**src/rtl/counter_readout_latch.sv**
```systemverilog
// Per-counter read path of an 8254-style timer: counter/status latch capture and
// CPU byte sequencing onto the data bus.
module counter_readout_latch #(
  parameter int COUNT_W = 16
) (
  input  logic               clk,
  input  logic               reset,
  input  logic [5:0]         program_bits,
  input  logic               program_strobe,
  input  logic [1:0]         readback,
  input  logic               readback_strobe,
  input  logic [COUNT_W-1:0] count_value,
  input  logic               out_pin,
  input  logic               null_count,
  input  logic               rd_strobe,
  output logic [7:0]         read_data,
  output logic               count_latched,
  output logic               status_latched,
  output logic [1:0]         rw_mode
);

  localparam logic [1:0] RW_LATCH = 2'b00;
  localparam logic [1:0] RW_LSB   = 2'b01;
  localparam logic [1:0] RW_MSB   = 2'b10;
  localparam logic [1:0] RW_WORD  = 2'b11;

  logic [1:0]         r_rw;
  logic [2:0]         r_mode;
  logic               r_bcd;
  logic               r_cnt_lat;
  logic               r_sts_lat;
  logic               r_bp;
  logic [COUNT_W-1:0] r_cnt_snap;
  logic [7:0]         r_sts_snap;

  logic               w_new_mode;
  logic               w_latch_cmd;
  logic               w_rb_cmd;
  logic               w_read;
  logic               w_cnt_lat_rd;
  logic               w_sts_lat_rd;
  logic               w_bp_rd;
  logic               w_cap_cnt;
  logic               w_cap_sts;
  logic [7:0]         w_sts_byte;
  logic [COUNT_W-1:0] w_cnt_src;

  function automatic logic [7:0] sel_byte(input logic [COUNT_W-1:0] src,
                                          input logic [1:0]         rw,
                                          input logic               bp);
    logic [7:0] b;
    case (rw)
      RW_LSB:  b = src[7:0];
      RW_MSB:  b = src[15:8];
      default: b = bp ? src[15:8] : src[7:0];
    endcase
    return b;
  endfunction

  assign w_sts_byte = {out_pin, null_count, r_rw, r_mode, r_bcd};
  assign w_cnt_src  = r_cnt_lat ? r_cnt_snap : count_value;

  // A new-mode write swallows a coincident read; latch commands see post-read state.
  always_comb begin
    w_new_mode   = program_strobe && (program_bits[5:4] != RW_LATCH);
    w_latch_cmd  = program_strobe && (program_bits[5:4] == RW_LATCH);
    w_rb_cmd     = readback_strobe && !program_strobe;
    w_read       = rd_strobe && !w_new_mode;
    w_cnt_lat_rd = r_cnt_lat;
    w_sts_lat_rd = r_sts_lat;
    w_bp_rd      = r_bp;
    if (w_read) begin
      if (r_sts_lat) begin
        w_sts_lat_rd = 1'b0;
      end else if (r_rw == RW_WORD) begin
        if (r_bp) begin
          w_bp_rd      = 1'b0;
          w_cnt_lat_rd = 1'b0;
        end else begin
          w_bp_rd      = 1'b1;
        end
      end else begin
        w_cnt_lat_rd = 1'b0;
      end
    end
    w_cap_cnt = !w_cnt_lat_rd && (w_latch_cmd || (w_rb_cmd && !readback[1]));
    w_cap_sts = !w_sts_lat_rd && w_rb_cmd && !readback[0];
  end

  always_ff @(posedge clk or posedge reset) begin
    if (reset) begin
      r_rw      <= RW_WORD;
      r_mode    <= 3'b000;
      r_bcd     <= 1'b0;
      r_cnt_lat <= 1'b0;
      r_sts_lat <= 1'b0;
      r_bp      <= 1'b0;
    end else if (w_new_mode) begin
      r_rw      <= program_bits[5:4];
      r_mode    <= program_bits[3:1];
      r_bcd     <= program_bits[0];
      r_cnt_lat <= 1'b0;
      r_sts_lat <= 1'b0;
      r_bp      <= 1'b0;
    end else begin
      r_cnt_lat <= w_cnt_lat_rd | w_cap_cnt;
      r_sts_lat <= w_sts_lat_rd | w_cap_sts;
      r_bp      <= w_bp_rd;
    end
  end

  // Snapshot data is only observed while its flag is set, so it needs no reset.
  always_ff @(posedge clk) begin
    if (w_cap_cnt) r_cnt_snap <= count_value;
    if (w_cap_sts) r_sts_snap <= w_sts_byte;
  end

  always_comb begin
    if (r_sts_lat) read_data = r_sts_snap;
    else           read_data = sel_byte(w_cnt_src, r_rw, r_bp);
  end

  assign count_latched  = r_cnt_lat;
  assign status_latched = r_sts_lat;
  assign rw_mode        = r_rw;

endmodule

```
**config.mk**
```make
export PLATFORM = sky130hd
export DESIGN_NAME = counter_readout_latch
export DESIGN_NICKNAME = d
export VERILOG_FILES = /design/src/rtl/counter_readout_latch.sv
export SDC_FILE = /design/constraint.sdc
export NUM_CORES = 1
export LEC_CHECK = 0
export CAP_MARGIN = 20
export CORE_MARGIN = 4
export CORE_UTILIZATION = 51
export DETAILED_ROUTE_END_ITERATION = 7
export GPL_TIMING_DRIVEN = 1
export MAX_ROUTING_LAYER = met4
export PLACE_DENSITY = 0.94
export SLEW_MARGIN = 10
export SYNTH_ARGS = -nofsm -noshare
export SYNTH_HDL_FRONTEND = slang
export SYNTH_SLANG_ARGS = --single-unit
```
**constraint.sdc**
```tcl
create_clock -name clk -period 5.1 [get_ports clk]
set_input_delay 0.51 -clock clk [delete_from_list [all_inputs] [get_ports clk]]
set_output_delay 0.51 -clock clk [all_outputs]
set_load 0.02 [all_outputs]
```
==> flow_summary.json <==
{
  "fin_nets": 206,
  "wire_length_of_the_first_global_routing_pass_um": 5278,
  "post_drt_via_cell_ratio": 5.088,
  "portBuffers": 42,
  "criticalPathCategory": "reg2out",
  "mostFrequentLayoutCell": "clkdlybuf4s50_1",
  "clock-root-buffer": "clkbuf_4",
  "postCtsResizedCells": 0,
  "initial_core_util": 0.5285,
  "design.core.area_sq_mm": 0.003028,
  "cts_htree_levels": 2,
  "postSynthRegisterBits": 33,
  "grt_overflow": 0,
  "finalSetupViolCount": 0,
  "maxSlewViolCount": 0,
  "start_kind": "flop",
  "yosys.cell_types.count": 25,
  "finish.utilization": 0.6905,
  "number_of_standard_cells_after_synthesis": 126,
  "num_antenna_cells": 0,
  "layout-area-overhead-vs-synth_pct": 30.65,
  "final_antenna_net_count": 0,
  "timing.critical_path.to_type": "output port",
  "post_cts_hold_buffer_count": 0,
  "timing.max_slew.rel_slack": 0.4229,
  "transition_at_the_pin_with_the_smallest_max_transition_slack_ps": 865.7,
  "crit_required_ps": 4590,
  "min_period_ps": 3080,
  "max_clock_freq_mhz": 324.7,
  "number_of_clock_sinks_seen_by_cts": 33,
  "post_synth_instance_area_sq_mm": 0.001600,
  "clk_pin_slew_worst_paths_ps": 90,
  "worst-path-max-fanout": 8,
  "most-common-layout-cells": "clkdlybuf4s50_1, edfxtp_1, nand2_1, nor2_1, mux2_4",
  "hold_viol": 0,
  "fin_setup_tns_ps": 0,
  "cts-buffers-inserted": 5,
  "post-cts-setup-buffer-count": 0,
  "synth_fp_nets": 160,
  "critPathArrivalTime_ps": 2570,
  "dpl.hpwl_um": 2484,
  "die_area_sq_mm": 0.004098,
  "dr.first_iter.drc_count": 62,
  "rsz_0062_raised_after_global_routing": "false",
  "die_boundary_height_um": 64.02,
  "pin_count": 43,
  "ff_latch_area_sq_um": 948.4,
  "gp_congestion": 0.8577,
  "route.vias.total": 1104,
  "post_synth.cell_area_avg_sq_um": 12.70,
  "outcome": "completed",
  "pin_count_of_the_biggest_net_entering_global_routing": 19,
  "num_rows": 20,
  "drv.max_cap_violation_count": 0,
  "fillers": 239,
  "power-per-cell-area_mw_per_mm2": 310.2,
  "grt_usage": 0.1795,
  "clock-skew-final_ps": 21.55,
  "cellLeakagePower_nw": 0.8113,
  "holdCritPathClass": "in2async",
  "die_w_um": 64.02,
  "routed_wirelength_um": 3249,
  "synth.yosys.warnings": 0,
  "routed_wire_per_std_cell_um": 14.97,
  "multi_input_comb_area_sq_um": 601.8,
  "highest_ir_drop_seen_on_vdd_mv": 0.1557,
  "synth_seq_area_share": 0.5927,
  "number_of_antenna_violations_at_the_first_check_in_global_routing": 0,
  "drive_gt1_frac": 0.1618,
  "clock_path_buffers": 2,
  "drt_pre_antenna_iters": 4,
  "first_global_vias": 1157,
  "final_min_period_over_clock_period": 0.6039,
  "route.detailed.drc": 0,
  "cts_tree": "yes",
  "worstSkewPairLatency_ps": 350
}
-- metal layers --
layer / GRT usage / share of wire / vias to the layer above
met5: - / 0 / -
met4: 0.1213 / 0.036 / 0
li1: - / - / 548
met2: 0.2723 / 0.47 / 41
met3: 0.05624 / 0.070 / 12
met1: 0.2023 / 0.42 / 503
-- kinds of logic (layout without fill, tap and decap cells) --
logic type	count (synthesis)	after routing	synth area share
AND/OR/NAND/NOR	41	41	0.1157
flip-flops	33	33	0.5927
AO/OA/AOI/OAI	24	24	0.08835
multiplexers	17	17	0.1431
buffers and inverters	7	54	0.03127
adder cells (fa/ha/maj)	3	3	0.02346
XOR/XNOR	1	1	0.005474
-- worst paths after layout --
kind                                         start                 endpoint  slack [ps]  depth (start not counted)
max                         rw_mode[0]$_DFFE_PP1P_             read_data[2]        2020                          6
max in group asynchronous                    reset   rw_mode[0]$_DFFE_PP1P_        4360                          2
min in group clk             r_mode[0]$_DFFE_PP0P_  r_sts_snap[1]$_DFFE_PP_         450                          0
min                                          reset    r_mode[0]$_DFFE_PP0P_         430                          2
max reg2reg                count_latched$_DFF_PP0_  r_cnt_snap[9]$_DFFE_PP_        3160                          2
min reg2reg                  r_mode[0]$_DFFE_PP0P_  r_sts_snap[1]$_DFFE_PP_         450                          0
-- through the flow --
step | setup slack [ps] | hold WS (ps) | total power, W | instance area (sq um) | std cells
finish | 2020 | 433.2 | 0.0006485 | 2091 | 217
detailed placement | 2388 | 435.8 | 0.0005174 | 2041 | 209
CTS | 1989 | 430.6 | 0.0006539 | 2091 | 217
floorplan | 2852 | 336.5 | 0.0004368 | 1600 | 126
global placement | 2471 | 434.8 | 0.0005122 | 2041 | 209
global route | 1892 | 458.5 | 0.0006834 | 2091 | 217
-- where the power goes --
part	internal, W	switching, W
clock	0.0000536	0.0000843
combinational	0.0000977	0.0000849
sequential	0.000312	0.0000155
total	0.000464	0.000185
-- sequential cells by signal (all words and copies together), names as in the netlist --
register and cells:
r_bp 1, r_cnt_snap 16, r_bcd 1, count_latched 1, status_latched 1, r_mode 3, rw_mode 2, r_sts_snap 8
-- synth_stat cells --
cell,number,area share
a21oi_1,2,0.0063
a31oi_1,8,0.031
and2b_2,2,0.011
buf_12,1,0.013
buf_6,1,0.0070
clkbuf_1,1,0.0023
dfrtp_1,7,0.11
dfstp_2,2,0.033
edfxtp_1,24,0.45
ha_1,3,0.023
inv_1,4,0.0094
mux2_2,7,0.049
mux2_4,10,0.094
nand2_1,22,0.052
nand2b_1,2,0.0078
nand3b_1,1,0.0047
nor2_1,10,0.023
nor2b_1,3,0.012
o211a_1,1,0.0063
o21a_1,1,0.0047
o21ai_0,9,0.028
o21ai_1,2,0.0063
o21ai_2,1,0.0055
or3b_1,1,0.0055
xor2_1,1,0.0055
-- worst max-delay path: stages (launching register included) --
cell and delay, ps:
dfstp_2 580, inv_1 70, ha_1 330, and2b_2 300, o21ai_0 100, a31oi_1 220, clkdlybuf4s50_1 640
-- layout make-up --
type / instances / share of cell area
sequential: 33 / 0.4536
multi-input combinational: 86 / 0.2879
timing repair buffer: 42 / 0.2011
tap: 44 / 0.02633
clock buffer: 7 / 0.02154
inverter: 4 / 0.007181
clock inverter: 1 / 0.002394
(Power assumes the default switching activity.)
